===== src/rtl/ervp_jtag_word_link_pkg.sv =====
// Shared TAP definitions: state encodings, instruction codes and USERDATA bit layout.
package ervp_jtag_word_link_pkg;

    localparam int BW_TAP_STATE = 4;

    typedef enum logic [BW_TAP_STATE-1:0] {
        TAP_EX2_DR = 4'h0,
        TAP_EX1_DR = 4'h1,
        TAP_SH_DR  = 4'h2,
        TAP_PAU_DR = 4'h3,
        TAP_SEL_IR = 4'h4,
        TAP_UPD_DR = 4'h5,
        TAP_CAP_DR = 4'h6,
        TAP_SEL_DR = 4'h7,
        TAP_EX2_IR = 4'h8,
        TAP_EX1_IR = 4'h9,
        TAP_SH_IR  = 4'hA,
        TAP_PAU_IR = 4'hB,
        TAP_RTI    = 4'hC,
        TAP_UPD_IR = 4'hD,
        TAP_CAP_IR = 4'hE,
        TAP_TLR    = 4'hF
    } tap_state_t;

    localparam int BW_IR     = 4;
    localparam int BW_IDCODE = 32;

    localparam logic [BW_IR-1:0] IR_IDCODE   = 4'h1;
    localparam logic [BW_IR-1:0] IR_USERDATA = 4'h8;
    localparam logic [BW_IR-1:0] IR_BYPASS   = 4'hF;
    localparam logic [BW_IR-1:0] IR_CAPTURE  = 4'b0001;

    // USERDATA status/flag bits sit directly above the BW_DATA payload.
    localparam int UD_PUSH_OFS      = 0;
    localparam int UD_RX_STATUS_OFS = 1;

    function automatic logic is_ir_state(input tap_state_t s);
        return (s == TAP_CAP_IR) || (s == TAP_SH_IR)  || (s == TAP_EX1_IR) ||
               (s == TAP_PAU_IR) || (s == TAP_EX2_IR) || (s == TAP_UPD_IR);
    endfunction

endpackage


===== src/rtl/ervp_jtag_word_link_tap_fsm.sv =====
// IEEE 1149.1 TAP controller advanced by the synchronized tck rise strobe.
module ervp_jtag_word_link_tap_fsm
    import ervp_jtag_word_link_pkg::*;
(
    input  logic       clk,
    input  logic       rstp,
    input  logic       rise,
    input  logic       tms,
    output tap_state_t state,
    output logic       capture_dr,
    output logic       shift_dr,
    output logic       update_dr,
    output logic       capture_ir,
    output logic       shift_ir,
    output logic       update_ir,
    output logic       test_logic_reset
);

    tap_state_t state_next;

    always_ff @(posedge clk or posedge rstp) begin
        if (rstp) begin
            state <= TAP_TLR;
        end else if (rise) begin
            state <= state_next;
        end
    end

    always_comb begin
        state_next = state;
        case (state)
            TAP_TLR:    state_next = tms ? TAP_TLR    : TAP_RTI;
            TAP_RTI:    state_next = tms ? TAP_SEL_DR : TAP_RTI;
            TAP_SEL_DR: state_next = tms ? TAP_SEL_IR : TAP_CAP_DR;
            TAP_CAP_DR: state_next = tms ? TAP_EX1_DR : TAP_SH_DR;
            TAP_SH_DR:  state_next = tms ? TAP_EX1_DR : TAP_SH_DR;
            TAP_EX1_DR: state_next = tms ? TAP_UPD_DR : TAP_PAU_DR;
            TAP_PAU_DR: state_next = tms ? TAP_EX2_DR : TAP_PAU_DR;
            TAP_EX2_DR: state_next = tms ? TAP_UPD_DR : TAP_SH_DR;
            TAP_UPD_DR: state_next = tms ? TAP_SEL_DR : TAP_RTI;
            TAP_SEL_IR: state_next = tms ? TAP_TLR    : TAP_CAP_IR;
            TAP_CAP_IR: state_next = tms ? TAP_EX1_IR : TAP_SH_IR;
            TAP_SH_IR:  state_next = tms ? TAP_EX1_IR : TAP_SH_IR;
            TAP_EX1_IR: state_next = tms ? TAP_UPD_IR : TAP_PAU_IR;
            TAP_PAU_IR: state_next = tms ? TAP_EX2_IR : TAP_PAU_IR;
            TAP_EX2_IR: state_next = tms ? TAP_UPD_IR : TAP_SH_IR;
            TAP_UPD_IR: state_next = tms ? TAP_SEL_DR : TAP_RTI;
            default:    state_next = TAP_TLR;
        endcase
    end

    // Actions fire on the rise that leaves the corresponding state.
    always_comb begin
        capture_dr       = rise && (state == TAP_CAP_DR);
        shift_dr         = rise && (state == TAP_SH_DR);
        update_dr        = rise && (state == TAP_UPD_DR);
        capture_ir       = rise && (state == TAP_CAP_IR);
        shift_ir         = rise && (state == TAP_SH_IR);
        update_ir        = rise && (state == TAP_UPD_IR);
        test_logic_reset = (state == TAP_TLR);
    end

endmodule


===== src/rtl/ervp_jtag_word_link.sv =====
// JTAG pin sampler, TAP, IR/DR shift chains and rx/tx word holding registers.
module ervp_jtag_word_link
    import ervp_jtag_word_link_pkg::*;
#(
    parameter int                   BW_DATA      = 32,
    parameter logic [BW_IDCODE-1:0] IDCODE_VALUE = 32'h1000_0E7D,
    parameter int                   NUM_SYNC     = 2
) (
    input  logic               clk,
    input  logic               rstp,
    input  logic               jtag_tck,
    input  logic               jtag_tms,
    input  logic               jtag_tdi,
    output logic               jtag_tdo,
    output logic               jtag_tdo_en,
    output logic               rx_valid,
    output logic [BW_DATA-1:0] rx_data,
    input  logic               rx_ready,
    input  logic               tx_valid,
    input  logic [BW_DATA-1:0] tx_data,
    output logic               tx_ready
);

    localparam int BW_USER   = BW_DATA + 2;
    localparam int PUSH_BIT  = BW_DATA + UD_PUSH_OFS;
    localparam int RXST_BIT  = BW_DATA + UD_RX_STATUS_OFS;

    logic [NUM_SYNC-1:0] tck_sync, tms_sync, tdi_sync;
    logic                tck_hist;
    logic                tck_s, tms_s, tdi_s, rise, fall;

    always_ff @(posedge clk or posedge rstp) begin
        if (rstp) begin
            tck_sync <= '0;
            tms_sync <= '0;
            tdi_sync <= '0;
            tck_hist <= 1'b0;
        end else begin
            tck_sync <= {tck_sync[NUM_SYNC-2:0], jtag_tck};
            tms_sync <= {tms_sync[NUM_SYNC-2:0], jtag_tms};
            tdi_sync <= {tdi_sync[NUM_SYNC-2:0], jtag_tdi};
            tck_hist <= tck_sync[NUM_SYNC-1];
        end
    end

    assign tck_s = tck_sync[NUM_SYNC-1];
    assign tms_s = tms_sync[NUM_SYNC-1];
    assign tdi_s = tdi_sync[NUM_SYNC-1];
    assign rise  = tck_s & ~tck_hist;
    assign fall  = ~tck_s & tck_hist;

    tap_state_t state;
    logic capture_dr, shift_dr, update_dr, capture_ir, shift_ir, update_ir, tlr;

    ervp_jtag_word_link_tap_fsm u_tap (
        .clk              (clk),
        .rstp             (rstp),
        .rise             (rise),
        .tms              (tms_s),
        .state            (state),
        .capture_dr       (capture_dr),
        .shift_dr         (shift_dr),
        .update_dr        (update_dr),
        .capture_ir       (capture_ir),
        .shift_ir         (shift_ir),
        .update_ir        (update_ir),
        .test_logic_reset (tlr)
    );

    logic [BW_IR-1:0]     ir_reg, ir_sh;
    logic [BW_IDCODE-1:0] dr_idcode;
    logic                 dr_bypass;
    logic [BW_USER-1:0]   dr_user;
    logic                 sel_user, dr_lsb;

    always_ff @(posedge clk or posedge rstp) begin
        if (rstp) begin
            ir_reg <= IR_IDCODE;
        end else if (tlr) begin
            ir_reg <= IR_IDCODE;
        end else if (update_ir) begin
            ir_reg <= ir_sh;
        end
    end

    assign sel_user = (ir_reg == IR_USERDATA);

    always_comb begin
        dr_lsb = dr_bypass;
        case (ir_reg)
            IR_IDCODE:   dr_lsb = dr_idcode[0];
            IR_USERDATA: dr_lsb = dr_user[0];
            IR_BYPASS:   dr_lsb = dr_bypass;
            default:     dr_lsb = dr_bypass;
        endcase
    end

    logic               rx_full, tx_full, dropped_sticky;
    logic [BW_DATA-1:0] rx_reg, tx_reg;
    logic               user_capture, user_push, rx_xfer, tx_xfer, push_ok;

    // All DR chains capture and shift together; only the selected one reaches TDO or updates.
    always_ff @(posedge clk) begin
        if (capture_dr) begin
            dr_idcode <= IDCODE_VALUE;
            dr_bypass <= 1'b0;
            dr_user   <= {rx_full | dropped_sticky, tx_full, tx_reg};
        end else if (shift_dr) begin
            dr_idcode <= {tdi_s, dr_idcode[BW_IDCODE-1:1]};
            dr_bypass <= tdi_s;
            dr_user   <= {tdi_s, dr_user[BW_USER-1:1]};
        end
        if (capture_ir) begin
            ir_sh <= IR_CAPTURE;
        end else if (shift_ir) begin
            ir_sh <= {tdi_s, ir_sh[BW_IR-1:1]};
        end
        if (tx_xfer) begin
            tx_reg <= tx_data;
        end
    end

    assign user_capture = capture_dr & sel_user;
    assign user_push    = update_dr & sel_user & dr_user[PUSH_BIT];
    assign rx_xfer      = rx_full & rx_ready;
    assign tx_xfer      = tx_valid & ~tx_full;
    // A consumer pop in the same cycle frees the slot for the incoming push.
    assign push_ok      = user_push & (~rx_full | rx_xfer);

    always_ff @(posedge clk or posedge rstp) begin
        if (rstp) begin
            rx_full        <= 1'b0;
            tx_full        <= 1'b0;
            dropped_sticky <= 1'b0;
            rx_reg         <= '0;
            jtag_tdo       <= 1'b0;
            jtag_tdo_en    <= 1'b0;
        end else begin
            if (push_ok) begin
                rx_full <= 1'b1;
                rx_reg  <= dr_user[BW_DATA-1:0];
            end else if (rx_xfer) begin
                rx_full <= 1'b0;
            end
            if (tx_xfer) begin
                tx_full <= 1'b1;
            end else if (user_capture) begin
                tx_full <= 1'b0;
            end
            if (user_capture) begin
                dropped_sticky <= 1'b0;
            end
            if (user_push && !push_ok) begin
                dropped_sticky <= 1'b1;
            end
            if (fall) begin
                jtag_tdo    <= is_ir_state(state) ? ir_sh[0] : dr_lsb;
                jtag_tdo_en <= (state == TAP_SH_DR) || (state == TAP_SH_IR);
            end
        end
    end

    assign rx_valid = rx_full;
    assign rx_data  = rx_reg;
    assign tx_ready = ~tx_full;

    logic unused_rxst;
    assign unused_rxst = dr_user[RXST_BIT];

endmodule


===== config.mk =====
export PLATFORM = sky130hd
export DESIGN_NAME = ervp_jtag_word_link
export DESIGN_NICKNAME = d
export VERILOG_FILES = /design/src/rtl/ervp_jtag_word_link_pkg.sv /design/src/rtl/ervp_jtag_word_link_tap_fsm.sv /design/src/rtl/ervp_jtag_word_link.sv
export SDC_FILE = /design/constraint.sdc
export NUM_CORES = 1
export LEC_CHECK = 0
export CAP_MARGIN = 15
export CORE_ASPECT_RATIO = 1.75
export CORE_UTILIZATION = 40
export CTS_BUF_LIST = sky130_fd_sc_hd__clkbuf_4 sky130_fd_sc_hd__clkbuf_8
export DETAILED_ROUTE_END_ITERATION = 8
export HOLD_SLACK_MARGIN = 0.08
export MAX_ROUTING_LAYER = met4
export PLACE_DENSITY_LB_ADDON = 0.05
export RECOVER_POWER = 100
export SKIP_CTS_REPAIR_TIMING = 1
export SYNTH_ARGS = -nofsm -noshare
export SYNTH_HDL_FRONTEND = slang
export SYNTH_SLANG_ARGS = --single-unit

===== constraint.sdc =====
create_clock -name clk -period 3.85 [get_ports clk]
set_input_delay 0.5775 -clock clk [delete_from_list [all_inputs] [get_ports clk]]
set_output_delay 0.5775 -clock clk [all_outputs]
set_load 0.05 [all_outputs]

## After elaboration in Yosys (flattened, before gate mapping)

Cells that the tools add are included.

- Bits of input ports: 39
- Word-level logic and storage cells: 95
- Bits in registers: 155
- Output and inout bits: 36

- Muxes and demuxes: 24
- Bitwise operators: 14
- Eq/ne operators: 17
- Reduce and logical (&&, ||, !) cells: 23

Operators with widths:

| operator | number |
|---|---|
| $mux 34 | 2 |
| $pmux 4 s12 | 1 |
| $eq 4x4->1 const B | 9 |
| $eq 4x3->1 const B | 4 |
| $mux 2 | 6 |
| $mux 3 | 4 |
| $mux 4 | 3 |
| $reduce_bool 2->1 | 5 |
| $and 1x1->1 | 8 |
| $eq 4x1->1 const B | 2 |
| $eq 4x2->1 const B | 2 |
| $logic_and 1x1->1 | 7 |
| $mux 1 | 7 |
| $logic_or 1x1->1 | 6 |
| $logic_not 4->1 | 1 |
| $not 1->1 | 4 |
| $reduce_or 2->1 | 2 |
| $reduce_or 3->1 | 1 |
| $or 1x1->1 | 2 |
| $pmux 1 s2 | 1 |
| $logic_not 1->1 | 1 |

## Logic depth before layout (Yosys ltp)

- Depth after elaboration: 9
- Mapped depth: 6
- Gate-level depth less buffers: 4

## By module

From an unflattened synthesis, not the netlist that was laid out.

- Cells, all modules: 384
- Area, all modules: 5,974.5 um2

By module, submodules not included:

| module | instances | seq. area each (um2) | area an instance (um2) | cells each |
|---|---|---|---|---|
| ervp_jtag_word_link | 1 | 3,905.0 | 5,659.2 | 344 |
| ervp_jtag_word_link_tap_fsm | 1 | 105.1 | 315.3 | 40 |

## Worst setup path before layout

No wires, ideal clock.

- Path kind: input port to flip-flop
- Start point: in tx_valid
- End point: reg tx_reg[0] (enable)
- Path buffers: 0
- Library setup time: 0.426 ns
- Required time: 3.424 ns
- Stages: 1
- Setup slack: 1.381 ns
- Data arrival time: 2.043 ns
- Path through: nor2b_1

- Longest elaborated chain between the ends: 1

RTL lines:

| what | line | text |
|---|---|---|
| from (decl) | ervp_jtag_word_link.sv:19 | `input logic tx_valid,` |
| $and 1x1->1 | ervp_jtag_word_link.sv:126 | `assign tx_xfer = tx_valid & ~tx_full;` |
| to (signal assigned) | ervp_jtag_word_link.sv:119 | `tx_reg <= tx_data;` |
| to (decl) | ervp_jtag_word_link.sv:99 | `logic [BW_DATA-1:0] rx_reg, tx_reg;` |

Every way passes these cells.
A chain may end at the register's enable or synchronous reset.

## Worst setup path after layout

- Start point: reg u_tap.state[1]
- End point: reg dr_user[0] (enable)

- Longest elaborated chain between the ends: 3
- Elaborated cells between the ends (all ways): 5
- Those cells by class: 2 x eq/ne; 3 x reduce/logical

RTL lines:

| what | line | text |
|---|---|---|
| from (decl) | ervp_jtag_word_link_tap_fsm.sv:9 | `output tap_state_t state,` |
| from (signal assigned) | ervp_jtag_word_link_tap_fsm.sv:25 | `state <= state_next;` |
| $eq 4x3->1 / $eq 4x2->1 (equally long branches) | ervp_jtag_word_link_tap_fsm.sv:54, ervp_jtag_word_link_tap_fsm.sv:55 |  |
| $logic_and 1x1->1 (on tied branches) | ervp_jtag_word_link_tap_fsm.sv:54, ervp_jtag_word_link_tap_fsm.sv:55 |  |
| $reduce_bool 2->1 (no line) * | -- |  |
| to (signal assigned) | ervp_jtag_word_link.sv:107 | `dr_user <= {rx_full \| dropped_sticky, tx_full, tx_reg};` |
| to (signal assigned) | ervp_jtag_word_link.sv:111 | `dr_user <= {tdi_s, dr_user[BW_USER-1:1]};` |
| to (decl) | ervp_jtag_word_link.sv:73 | `logic [BW_USER-1:0] dr_user;` |

Mark *: on every way between the ends. The rest lies on a longest branch, timed or not.

==> results.yml <==
worst_setup_path:
  rrSetupSlack_ns: 1.04
  arrival_ns: 2.83
  cp_slowest_cell: "clkbuf_1"
  path_buf_inv: 2
  r2r-end: "dr_user[0]"
  reg2reg_from: "u_tap.state[1]"
  critPathCapture: "dr_user[0]"
  critPathCaptureType: "register"
  reg2reg_depth: 3
  max_stage_delay_ns: 1.29
  cp-start-kind: "register"
  cp.required_ns: 3.87
  critPathMaxFanout: 29
  path_cells: "nand3_1, inv_1, clkbuf_1"
  cp_num_cells: 3
  crit_family: "buffers and inverters"
  crit_type: "reg2reg"
  crit_start: "u_tap.state[1]"
power:
  seq_power_share_pct: 54.0
  power-per-cell-area_mw_per_mm2: 544
  switching_share_pct: 27.4
  combinationalPowerShare_pct: 15.0
  p_switching_mw: 1.06
  leakagePower_nw: 2.89
  ir_drop_mv: 0.373
  pwr-share-clk_pct: 31.0
  p_int_mw: 2.80
routing:
  wl_per_cell_um: 16.2
  drc: 0
  ant_nets: 0
  drtIter0Drc: 126
  drtPass1Iterations: 4
  vias: 3372
  via_per_inst: 4.88
  drt_wl_total_um: 11200
yosys:
  syn_inst: 422
  synthMostInstantiatedCell: "edfxtp_1"
  syn-cell-area_mm2: 0.00597
  synthTopCellsByCount: "edfxtp_1 (66), nand2_1 (48), dfrtp_1 (47)"
  yosysUniqueCellTypes: 42
  ys_ff_latch: 154
  async_flop_share_pct: 33.8
  synth_top_area_cell: "edfxtp_1"
  synth_top_area_share_pct: 33.2
  avgSynthCellArea_um2: 14.1
  synth_edf_count: 66
  yosysWarnings: 0
  netlist_top_cells_area: "edfxtp_1 (33%), dfrtp_1 (20%), dfxtp_1 (12%)"
  syn-num-nets: 461
  ys_seq_area_share_pct: 67.2
  synth_ff_type: "edfxtp_1"
finish:
  regMostFlops: "dr_user"
  drive_gt1_share_pct: 15.7
  syn_to_final_growth_pct: 18.8
  num_antenna_cells: 0
  largest_register_ffs: 34
  nets: 537
  postLayoutCoreUtil_pct: 49.1
die:
  fp-row-count: 58
  io-pin-count: 75
  core_mm2: 0.0144
  die_h_um: 164
  die-area_mm2: 0.0154
  initial_core_util_pct: 41.3
  die_w_um: 94.3
run_status:
  status: "finished, violations left"
  violations: "max-capacitance violations, max-slew violations"
clocking:
  root_buffer: "clkbuf_8"
  clk_pin_slew_ns: 0.08
  cts_buffers: 17
  h-tree-depth: 4
  cts_tree: "done"
  clk_latency_ns: 0.43
  cts_buffer_depth: 2
  clkSinkCount: 154
placement:
  dp_slack_ns: 1.42
  gp_congestion: 0.794
  dp_hpwl_um: 7280
  port_buffers: 74
timing:
  timing.fmax_ghz: 0.356
  max_slew_margin_pct: -23.3
  worstMarginPinSlew_ns: 1.84
  hold_viol_final: 0
  finalSetupViolCount: 0
  fin_skew_ns: 0.0162
  finalCriticalPeriod_ns: 2.81
  fin_ws_ns: 1.04
  report.final.slew_viol_count: 64
  tns_ns: 0
  rsz0062_at_grt: "no"
  post-route-period-util_pct: 73.0
global_route:
  grt_pass1_vias: 3486
  antenna_found_initial: 0
  grt_pass1_wl_um: 17900
  grt_max_degree: 64
  grt_usage_pct: 16.2
  gr-total-overflow: 0
min_path:
  hold_class: "reg2reg"
run:
  drv_cap: 2
worst reg2reg max path: cells and delay by family (launching register included):
family / cells / cell delay, ns
DFF: 1 / 0.73
buffers and inverters: 2 / 1.51
and+or+nand+nor: 1 / 0.15
area by class of cell:
class / instances / area, um^2
fillers: 1314 / 7350
flip-flops and latches: 154 / 4010
multi-input cells: 238 / 1660
repair buffers: 79 / 774
clock buffers: 21 / 270
well taps: 180 / 225
clock inverters: 11 / 124
inverters: 8 / 30.0
logic make-up (layout without fill, tap and decap cells):
group,Yosys count,in the layout,synth area share [%]
AO/OA/AOI/OAI,59,59,5.32
XOR/XNOR,2,2,0.293
buffers and inverters,30,119,3.06
flip-flops,154,154,67.2
multiplexers,67,67,14.5
AND/OR/NAND/NOR,110,110,9.64
metrics by stage:
step | instance area, um^2 | power, mW | std cells | hold WS, ns
6_report | 7090 | 3.86 | 691 | 0.354
3_3_place_gp | 6830 | 2.72 | 659 | 0.341
5_1_grt | 7090 | 4.08 | 691 | 0.361
2_1_floorplan | 5970 | 2.55 | 422 | 0.331
4_1_cts | 7220 | 3.94 | 691 | 0.359
3_5_place_dp | 6830 | 2.74 | 659 | 0.338
power groups by stage:
stage,registers [mW],logic [mW],clock network [mW]
2_1_floorplan,2.09,0.458,0
3_3_place_gp,2.11,0.602,0
3_5_place_dp,2.12,0.612,0
4_1_cts,2.09,0.617,1.24
5_1_grt,2.11,0.658,1.31
6_report,2.08,0.580,1.20
routing by layer:
metal | vias to the layer above | share of wire, % | track usage [%]
li1 | 1638 | - | -
met1 | 1668 | 41 | 17.6
met2 | 59 | 55 | 28.2
met3 | 7 | 3.3 | 3.96
met4 | 0 | 1.2 | 5.66
met5 | - | 0 | -
cell usage in the layout, fill, tap and decap left out, drive strengths merged, types with 2 or more instances in the layout:
cell type     n
nor4          2
a21oi         4
dlygate4sd3  73
nand3         4
nand4         2
bufinv        2
nand2b       25
edfxtp       66
nor2b         3
and3          2
buf           4
dfrtp        47
dfxtp        36
nand3b        3
o21ai        47
nand2        48
dfstp         5
inv           8
mux2         66
clkbuf       22
clkinv        9
nor2         17
how the worst min path moves through the flow:
stage	cells after the start	to	startpoint
floorplan	0	tck_sync[1]	tck_sync[0]
global placement	0	tdi_sync[1]	tdi_sync[0]
detailed placement	0	tck_sync[1]	tck_sync[0]
CTS	0	tck_sync[1]	tck_sync[0]
global route	0	tck_sync[1]	tck_sync[0]
finish	0	tck_sync[1]	tck_sync[0]
No activity file was read; power rests on OpenSTA's default activity.
